File: src/rtl/rgb_breath_seq.sv
// Rainbow sequencer for three breathing PWM channels (R, G, B).
// Each colour in turn ramps up until its STT edge, ramps down for a timed
// interval, then goes dark for a gap before the next colour starts.
module rgb_breath_seq #(
    parameter int DOWN_CLKS = 12002760,
    parameter int GAP_CLKS  = 1200000,
    parameter int UP_TMO    = 16777215
) (
    input  logic       clk_i,
    input  logic       rst_n_i,
    input  logic       en_i,
    input  logic [2:0] stt_i,
    output logic [2:0] flag_o,
    output logic [2:0] oe_o,
    output logic [1:0] ch_o,
    output logic       cyc_done_o,
    output logic       err_o
);

    typedef enum logic [1:0] {IDLE, UP, DOWN, GAP} state_t;

    // Terminal counts, precomputed at timer width
    localparam logic [24:0] UP_LAST   = 25'(UP_TMO - 1);
    localparam logic [24:0] DOWN_LAST = 25'(DOWN_CLKS - 1);
    localparam logic [24:0] GAP_LAST  = 25'(GAP_CLKS - 1);

    state_t      state_q, state_d;
    logic [1:0]  ch_q, ch_d;
    logic [24:0] timer_q, timer_d;
    logic [2:0]  stt_q;
    logic [2:0]  flag_q, flag_d;
    logic [2:0]  oe_q, oe_d;
    logic        cyc_q, cyc_d;
    logic        err_q, err_d;
    logic [2:0]  rise;
    logic        rise_ch;
    logic [2:0]  sel;

    // Rising edge of STT on the active channel only; other channels ignored
    always_comb begin
        rise    = stt_i & ~stt_q;
        rise_ch = 1'b0;
        case (ch_q)
            2'd0:    rise_ch = rise[0];
            2'd1:    rise_ch = rise[1];
            2'd2:    rise_ch = rise[2];
            default: rise_ch = 1'b0;
        endcase
    end

    // Next state, channel, timer and flags; outputs derived from the new state
    always_comb begin
        state_d = state_q;
        ch_d    = ch_q;
        err_d   = err_q;
        cyc_d   = 1'b0;
        timer_d = timer_q + 25'd1;
        if (ch_q == 2'd3) begin
            // Unreachable channel index: fall back to a clean start
            state_d = IDLE;
            ch_d    = 2'd0;
            timer_d = '0;
        end else if (!en_i) begin
            state_d = IDLE;
            timer_d = '0;
        end else begin
            case (state_q)
                IDLE: begin
                    state_d = UP;
                    timer_d = '0;
                end
                UP: begin
                    if (rise_ch) begin
                        state_d = DOWN;
                        timer_d = '0;
                    end else if (timer_q == UP_LAST) begin
                        err_d   = 1'b1;
                        state_d = DOWN;
                        timer_d = '0;
                    end
                end
                DOWN: begin
                    if (timer_q == DOWN_LAST) begin
                        state_d = GAP;
                        timer_d = '0;
                    end
                end
                GAP: begin
                    if (timer_q == GAP_LAST) begin
                        state_d = UP;
                        timer_d = '0;
                        ch_d    = (ch_q == 2'd2) ? 2'd0 : ch_q + 2'd1;
                        cyc_d   = (ch_q == 2'd2);
                    end
                end
                default: begin
                    state_d = IDLE;
                    ch_d    = 2'd0;
                    timer_d = '0;
                end
            endcase
        end

        case (ch_d)
            2'd0:    sel = 3'b001;
            2'd1:    sel = 3'b010;
            2'd2:    sel = 3'b100;
            default: sel = 3'b000;
        endcase
        oe_d   = (state_d == UP || state_d == DOWN) ? sel : 3'b000;
        flag_d = (state_d == UP) ? sel : 3'b000;
    end

    // State and registered outputs
    always_ff @(posedge clk_i or negedge rst_n_i) begin
        if (!rst_n_i) begin
            state_q <= IDLE;
            ch_q    <= 2'd0;
            timer_q <= '0;
            stt_q   <= 3'b000;
            flag_q  <= 3'b000;
            oe_q    <= 3'b000;
            cyc_q   <= 1'b0;
            err_q   <= 1'b0;
        end else begin
            state_q <= state_d;
            ch_q    <= ch_d;
            timer_q <= timer_d;
            stt_q   <= stt_i;
            flag_q  <= flag_d;
            oe_q    <= oe_d;
            cyc_q   <= cyc_d;
            err_q   <= err_d;
        end
    end

    assign flag_o     = flag_q;
    assign oe_o       = oe_q;
    assign ch_o       = ch_q;
    assign cyc_done_o = cyc_q;
    assign err_o      = err_q;

endmodule

File: config.mk
export PLATFORM = sky130hd
export DESIGN_NAME = rgb_breath_seq
export DESIGN_NICKNAME = d
export VERILOG_FILES = /design/src/rtl/rgb_breath_seq.sv
export SDC_FILE = /design/constraint.sdc
export NUM_CORES = 1
export LEC_CHECK = 0
export CAP_MARGIN = 20
export CORE_MARGIN = 5
export CORE_UTILIZATION = 55
export CTS_BUF_LIST = sky130_fd_sc_hd__clkbuf_16
export DETAILED_ROUTE_END_ITERATION = 8
export PLACE_DENSITY = 0.76
export SLEW_MARGIN = 10
export SYNTH_ARGS = -nofsm -noshare
export SYNTH_HDL_FRONTEND = slang
export SYNTH_SLANG_ARGS = --single-unit
File: constraint.sdc
create_clock -name clk_i -period 2.9 [get_ports clk_i]
set_input_delay 0.435 -clock clk_i [delete_from_list [all_inputs] [get_ports clk_i]]
set_output_delay 0.435 -clock clk_i [all_outputs]
set_load 0.05 [all_outputs]
# After elaboration in Yosys (flattened, before gate mapping)
# Cells that the tools add are included.
[op_classes]
n_addsub = 2
eq_ne = 13
muxes = 27
n_bitwise = 4
n_reduce_logical = 5
[op_table]
columns = ["op", "n"]
rows = [
  ["two-way mux 25 bit", 6],
  ["one-hot mux 25 bit (4 select lines)", 1],
  ["== test 25 x 24 -> 1 bit, second input constant", 2],
  ["adder 25 x 1 -> 25 bit, second input constant", 1],
  ["== test 25 x 21 -> 1 bit, second input constant", 1],
  ["two-way mux 2 bit", 11],
  ["== test 2 bit, second input constant", 6],
  ["one-hot mux 3 bit (3 select lines)", 1],
  ["== test 2 x 1 -> 1 bit, second input constant", 4],
  ["one-hot mux 2 bit (4 select lines)", 1],
  ["logical NOT 2 bit", 3],
  ["two-way mux 3 bit", 2],
  ["AND reduction 5 bit", 1],
  ["two-way mux 1 bit", 4],
  ["AND 3 bit", 1],
  ["NOT 3 bit", 1],
  ["one-hot mux 1 bit (3 select lines)", 1],
  ["adder 2 x 1 -> 2 bit, second input constant", 1],
  ["NOT 1 bit", 2],
  ["logical OR 1 bit", 1],
]
[word_totals]
regBits = 40
out_inout_bits = 10
elab_cells = 59

# Longest topological paths before layout
# Gate-level depths: netlist (run 1).
[depth]
depth_word = 10
depth_mapped = 8
ltp_nobuf = 8

# Least setup slack after synthesis (run 1)
# Ideal clock, no wire load.
[synth_path]
kind = "register to register"
start = "register timer_q[0]"
end = "register oe_q[1], in the netlist oe_o[1]"
setup_time_ns = 0.081
t_arrival_ns = 2.298
t_required_ns = 2.819
path_slack_ns = 0.521
stages_incl_launch_ff = 8
period_less_slack_ns = 2.379
path_cell_list = "dfrtp_1 -> ha_1 -> or4bb_1 -> or2_1 -> o311ai_0 -> o311a_1 -> ha_1 -> nor3_2"
[synth_via]
elab_chain_len = 9
[synth_lines]
columns = ["item", "line", "text"]
rows = [
  ["from (decl)", "29", "logic [24:0] timer_q, timer_d;"],
  ["from (signal assigned)", "128", "timer_q <= timer_d;"],
  ["== test 25 x 24 -> 1 bit", "76", "end else if (timer_q == UP_LAST) begin"],
  ["two-way mux 2 bit", "76", ""],
  ["two-way mux 2 bit", "73", "if (rise_ch) begin"],
  ["one-hot mux 2 bit (4 select lines) (*)", "67", "case (state_q)"],
  ["two-way mux 2 bit (*)", "63", "end else if (!en_i) begin"],
  ["two-way mux 2 bit (*)", "58", "if (ch_q == 2'd3) begin"],
  ["via state_d[0]", "27", "state_t state_q, state_d;"],
  ["== test 2 x 1 -> 1 bit or == test 2 bit (tied branches)", "110", "oe_d = (state_d == UP || state_d == DOWN) ? sel : 3'b000;"],
  ["logical OR 1 bit (*)", "110", ""],
  ["two-way mux 3 bit (*)", "110", ""],
  ["via oe_d[1]", "32", "logic [2:0] oe_q, oe_d;"],
  ["to (signal assigned)", "122", "oe_q <= 3'b000;"],
  ["to (signal assigned)", "131", "oe_q <= oe_d;"],
  ["to (decl)", "32", ""],
]
# The timed path passes the listed nets; every way through them passes the cells marked *.
# A chain may end at the register's enable or synchronous reset.

# Final worst setup path (run 1)
# Ends and elaborated chain as after synthesis.

==> results of run 1 <==
==> flip-flops by register name (all words and copies together) (netlist names) <==
| name | flops |
|---|---|
| oe_o | 3 |
| err_o | 1 |
| stt_q | 3 |
| state_q | 2 |
| flag_o | 3 |
| ch_o | 2 |
| timer_q | 25 |
| cyc_done_o | 1 |
==> Yosys cell counts (all sizes together), types with 3 or more instances <==
library cell / count / area [sq um]
inv: 6 / 22.5
nor4: 8 / 71.3
nand4: 9 / 56.3
clkbuf: 3 / 11.3
nor2: 33 / 124
dfrtp: 40 / 1000
and2: 3 / 18.8
xor2: 8 / 70.1
nand2: 12 / 45.0
and3: 3 / 18.8
ha: 3 / 37.5
o21ai: 4 / 20.0
and4: 4 / 35.0
nor2b: 5 / 31.3
nor3: 6 / 35.0
nand3: 8 / 40.0
xnor2: 15 / 131
==> cells in the final DEF, fill, tap and decap left out, types with 2 or more instances in the layout <==
master / instances
dfrtp_1: 40
nor2_1: 33
xnor2_1: 15
clkdlybuf4s50_1: 14
nand2_1: 12
nand4_1: 9
nand3_1: 8
xor2_1: 8
inv_1: 7
nor4_1: 6
nor2b_1: 5
nor3_1: 5
clkbuf_16: 5
o21ai_0: 4
and4_1: 4
and3_1: 3
and2_1: 3
ha_1: 3
or4bb_1: 2
a21o_1: 2
nor4bb_1: 2
or3_1: 2
a21oi_1: 2
nand2b_1: 2
buf_4: 2
==> logic make-up (layout without fill, tap and decap cells) <==
| kind of cell | count (synthesis) | count (layout) | share of synthesized area |
|---|---|---|---|
| AND/OR/NAND/NOR | 107 | 107 | 0.302 |
| flip-flops | 40 | 40 | 0.494 |
| XOR/XNOR | 23 | 23 | 0.0995 |
| AO/OA/AOI/OAI | 16 | 16 | 0.0569 |
| buffers and inverters | 11 | 31 | 0.0241 |
| adder cells (fa/ha/maj) | 3 | 3 | 0.0185 |
| multiplexers | 1 | 1 | 0.00494 |
==> area by class of cell <==
cell class | count | area, sq um | share of cell area
Multi-Input combinational cell | 150 | 975 | 0.409
Timing Repair Buffer | 17 | 160 | 0.0672
Clock inverter | 3 | 38.8 | 0.0163
Sequential cell | 40 | 1000 | 0.420
Tap cell | 48 | 60.1 | 0.0252
Inverter | 6 | 22.5 | 0.00945
Clock buffer | 5 | 125 | 0.0525
==> stage by stage <==
step / instances / worst slack (ns) / utilization / hold WS [ns] / power (mW)
finish: 269 / 0.275 / 0.661 / 0.274 / 1.25
global route: 269 / 0.0965 / 0.661 / 0.363 / 1.31
detailed placement: 261 / 0.332 / 0.615 / 0.450 / 0.655
CTS: 269 / 0.296 / 0.661 / 0.297 / 1.27
floorplan: 201 / 0.521 / - / 0.139 / 0.624
global placement: 261 / 0.415 / 0.615 / 0.447 / 0.652
==> path summary, 6_finish.rpt <==
path	startpoint	endpoint	slack, ns	cells past startpoint
min in group clk_i	err_o$_DFFE_PN0P_	err_o$_DFFE_PN0P_	0.46	1
worst max register to register	timer_q[0]$_DFF_PN0_	oe_o[1]$_DFF_PN0_	0.28	7
worst min-delay path	rst_n_i	oe_o[2]$_DFF_PN0_	0.27	1
max in group asynchronous	rst_n_i	timer_q[9]$_DFF_PN0_	2.08	1
worst max-delay path	timer_q[0]$_DFF_PN0_	oe_o[1]$_DFF_PN0_	0.28	7
worst min register to register	err_o$_DFFE_PN0P_	err_o$_DFFE_PN0P_	0.46	1
==> metal layers <==
metal | global-route usage | vias up | wire length [um]
met2 | 0.310 | 47 | 2030
met1 | 0.237 | 756 | 1870
li1 | - | 746 | -
met3 | 0.0511 | 6 | 211
met5 | 0 | - | 0
met4 | 0.0605 | 0 | 44
==> power breakdown <==
part	internal [mW]	switching [mW]	total, mW
registers	0.568	0.00596	0.574
clock network	0.401	0.204	0.604
logic	0.0239	0.0476	0.0715
total	0.992	0.257	1.25
==> critical path, delay by kind of cell (launching register included) <==
kind	cells	cell delay (ns)
fa+ha+maj	2	0.51
compound gates	2	0.65
simple gates	3	1.01
flops	1	0.37
==> out/metrics.yaml, run 1 <==
run_status:
  status: "completed"
hold_path:
  hold_path_class: "primary input to asynchronous set/reset pin"
timing:
  rsz0062_at_grt: "false"
  fmax_mhz: 381
  finalClockSkew_ns: 0.00171
  slew_headroom: 0.420
  period_needed_ns: 2.62
  min_period_over_period: 0.905
  tightestPinTransition_ns: 0.870
  hold_viol_final: 0
  slew_violations: 0
  tns_ns: 0
  finalSetupViolations: 0
worst_setup_path:
  critPathCaptureType: "flop"
  cp_data_arrival_time_ns: 2.82
  cp_common_cell: "ha_1"
  critPathSlowestCell: "or4bb_1"
  path_cells: "ha_1 > or4bb_1 > or2_1 > o311ai_0 > o311a_1 > ha_1 > nor3_2"
  crit_required_ns: 3.09
  path_class: "flop to flop"
  cpPeakStageDelay_ns: 0.52
  crit_fanout: 4
  startpoint_type: "flop"
synth:
  synthesis.area_sq_um: 2020
  synth_flop_cell: "dfrtp_1"
  synth_area_per_cell_sq_um: 10.1
  syn_nets: 210
  ys_ff_latch: 40
  synth_edf_count: 0
  async_flop_share: 1.00
  netlist_instances: 201
  ys_types: 44
  seq_area_frac_synth: 0.494
  yosys_warnings: 0
routing:
  first_pass_iters: 4
  first_iter_violations: 159
  routed_via_density: 5.78
  drt.antenna.violating_nets: 0
  drt_wl_total_mm: 4.16
  vias: 1555
  drc: 0
  drt-wirelength-per-cell_um: 15.5
final_layout:
  area_delta_synth_final_pct: 17.7
  drive_gt1_frac: 0.0724
  fillers: 276
  nNetsFinal: 229
  stdcell_area_sq_um: 2380
  diodes: 0
clock_network:
  cts-root-buf: "clkbuf_16"
  cts-htree-levels: 2
  cts_resized: 0
  cts.clk_slew.worst_paths_ns: 0.05
  cts.path.max_buffers: 2
  cts_tree: "built"
  post_cts_buffers: 0
  cts_hold_buf: 0
  insertion_delay_ns: 0.28
  clock-sinks: 40
  cts_buffers: 5
global_routing:
  grt_max_degree: 41
  antenna_found_initial: 0
  grt_pass1_wl_mm: 7.51
  gr-total-overflow: 0
  grt_use_total: 0.186
  grt_pass1_vias: 1581
die:
  pin_count: 16
  die_x_um: 70.7
  initial_core_util: 0.561
  die-area_sq_um: 4990
  std_cell_rows: 22
  die_h_um: 70.7
  core_region_area_sq_um: 3610
pwr:
  p_leak_nw: 0.940
  powerDensity_nw_per_um2: 524
  worst_ir_drop_vdd_mv: 0.524
flow_run:
  cap_violations: 0
placed_design:
  gp_congestion: 0.853
  dpl_cell_area_sq_um: 2220
  numPortBuffers: 15
  dp_hpwl_mm: 2.94
No activity file was read; power rests on OpenSTA's default activity.
==> inputs of run 2 (changes only) <==
--- a/config.mk
+++ b/config.mk
@@ -10,7 +10,8 @@
 export CORE_UTILIZATION = 55
 export CTS_BUF_LIST = sky130_fd_sc_hd__clkbuf_16
 export DETAILED_ROUTE_END_ITERATION = 8
-export PLACE_DENSITY = 0.76
+export DONT_BUFFER_PORTS = 1
+export PLACE_DENSITY = 0.7
 export SLEW_MARGIN = 10
 export SYNTH_ARGS = -nofsm -noshare
 export SYNTH_HDL_FRONTEND = slang
==> run 2 against run 1 <==
Against the previous run:
- fmax shrank 2.7%
- largest power group is now sequential cells
- via count shrank 3.1%
- cell count shrank 4.8%
- core utilization shrank 3.6 points
- the run now ends with hold timing left
- combinational power shrank 27%
- first-iteration DRC count shrank 20%
- critical path type unchanged
- flip-flop and latch count is the same
==> out/metrics.yaml, run 2 (synthesis results as in run 1) <==
routing:
  vias: 1507
  drc: 0
  drt-wirelength-per-cell_um: 16.3
  first_pass_iters: 4
  routed_via_density: 5.89
  first_iter_violations: 127
  drt_wl_total_mm: 4.18
  drt.antenna.violating_nets: 0
worst_setup_path:
  r2r_end: "timer_q[6]$_DFF_PN0_"
  cp_data_arrival_time_ns: 2.86
  crit_fanout: 18
  regToRegSetupSlack_ns: 0.20
  critPathCaptureType: "flop"
  reg2reg_depth: 7
  crit_required_ns: 3.06
  path_class: "flop to flop"
  r2r_start: "timer_q[0]$_DFF_PN0_"
  startpoint_type: "flop"
final_layout:
  mostFrequentLayoutCell: "dfrtp_1"
  diodes: 0
  drive_gt1_frac: 0.0769
  final_util: 0.625
  regMostFlops: "timer_q"
  nNetsFinal: 216
  area_delta_synth_final_pct: 11.3
  layout_common_cells: "dfrtp_1 (40), nor2_1 (33), xnor2_1 (15), nand2_1 (12), nand4_1 (9)"
  largest_reg_flops: 25
global_routing:
  grt_pass1_wl_mm: 7.29
  grt_max_degree: 41
  grt_use_total: 0.183
  antenna_found_initial: 0
  gr-total-overflow: 0
  grt_pass1_vias: 1571
timing:
  tightestPinTransition_ns: 0.597
  hold_viol_final: 2
  slew_violations: 0
  tns_ns: 0
  whs_ns: -0.000103
  slew_headroom: 0.598
  period_needed_ns: 2.70
  rsz0062_at_grt: "false"
  min_period_over_period: 0.930
  finalClockSkew_ns: 0.00204
  finalSetupViolations: 0
  fmax_mhz: 371
die:
  initial_core_util: 0.561
  die-area_sq_um: 4990
  die_h_um: 70.7
  core_region_area_sq_um: 3610
  die_x_um: 70.7
  std_cell_rows: 22
  pin_count: 16
clock_network:
  cts-htree-levels: 2
  cts_buffers: 5
  post_cts_buffers: 0
  clock-sinks: 40
  cts-root-buf: "clkbuf_16"
  insertion_delay_ns: 0.28
  cts_tree: "built"
  cts.path.max_buffers: 2
  cts.clk_slew.worst_paths_ns: 0.05
pwr:
  worst_ir_drop_vdd_mv: 0.350
  powerDensity_nw_per_um2: 511
  power_mw: 1.15
  p_leak_nw: 0.888
placed_design:
  dp_hpwl_mm: 2.97
  numPortBuffers: 0
  gp_congestion: 0.879
hold_path:
  hold_path_class: "primary input to asynchronous set/reset pin"
flow_run:
  cap_violations: 0
run_status:
  status: "complete, but fails checks"
  violations: "hold timing"
[run 2: changes by cell type in the layout (fill, tap and decap cells not counted)]
cell | previous run | this run
buf_12 | 0 | 2
buf_2 | 1 | 0
bufinv_16 | 1 | 0
clkdlybuf4s50_1 | 14 | 0
clkinv_1 | 0 | 1
clkinv_2 | 1 | 0
clkinvlp_4 | 0 | 1
[run 2: how the worst max path moves through the flow]
stage                          startpoint                     to  slack (ns)
detailed placement   timer_q[0]$_DFF_PN0_      oe_o[1]$_DFF_PN0_        0.31
global placement     timer_q[0]$_DFF_PN0_   timer_q[2]$_DFF_PN0_        0.40
global route        timer_q[13]$_DFF_PN0_      oe_o[1]$_DFF_PN0_        0.07
finish               timer_q[0]$_DFF_PN0_   timer_q[6]$_DFF_PN0_        0.20
floorplan            timer_q[0]$_DFF_PN0_      oe_o[1]$_DFF_PN0_        0.52
CTS                  timer_q[0]$_DFF_PN0_  timer_q[16]$_DFF_PN0_        0.26
[run 2: worst max-delay path: stages (launching register included)]
cell and delay (ns):
dfrtp_1 0.39, ha_1 0.24, or4bb_1 0.52, nor4_1 0.58, a21o_1 0.24, o22a_1 0.36, buf_12 0.20, nor2_1 0.06
[run 2: where the power goes]
part / switching, mW / internal, mW / leakage, nW
Combinational: 0.0329 / 0.0191 / 0.279
Clock: 0.201 / 0.312 / 0.0687
Sequential: 0.0187 / 0.567 / 0.540
Total: 0.252 / 0.898 / 0.888
[run 2: layer usage]
layer / up-vias / part of all wire / global-route usage / routed length (um)
met5: - / 0 / 0 / 0
met1: 739 / 0.43 / 0.225 / 1820
met2: 39 / 0.50 / 0.311 / 2100
li1: 725 / - / - / -
met4: 0 / 0.0081 / 0.0668 / 34
met3: 4 / 0.055 / 0.0483 / 230
[run 2: timing repair]
action,4_1_cts,5_1_grt
resized for setup,0,0
endpoints found under the hold margin,40,0
hold buffers,1,0
[run 2: cell type report]
cell class                      count  area [sq um]
Multi-Input combinational cell    150           975
Clock buffer                        5           125
Timing Repair Buffer                4          55.1
Clock inverter                      3          15.0
Inverter                            6          22.5
Fill cell                         311          1350
Tap cell                           48          60.1
Sequential cell                    40          1000
[run 2: stage by stage]
stage,worst slack (ns),instances,area [sq um]
final,0.202,256,2250
after global routing,0.0664,256,2250
after CTS,0.263,256,2250
after detailed placement,0.307,247,2090
after global placement,0.401,247,2090
after floorplan,0.521,201,2020
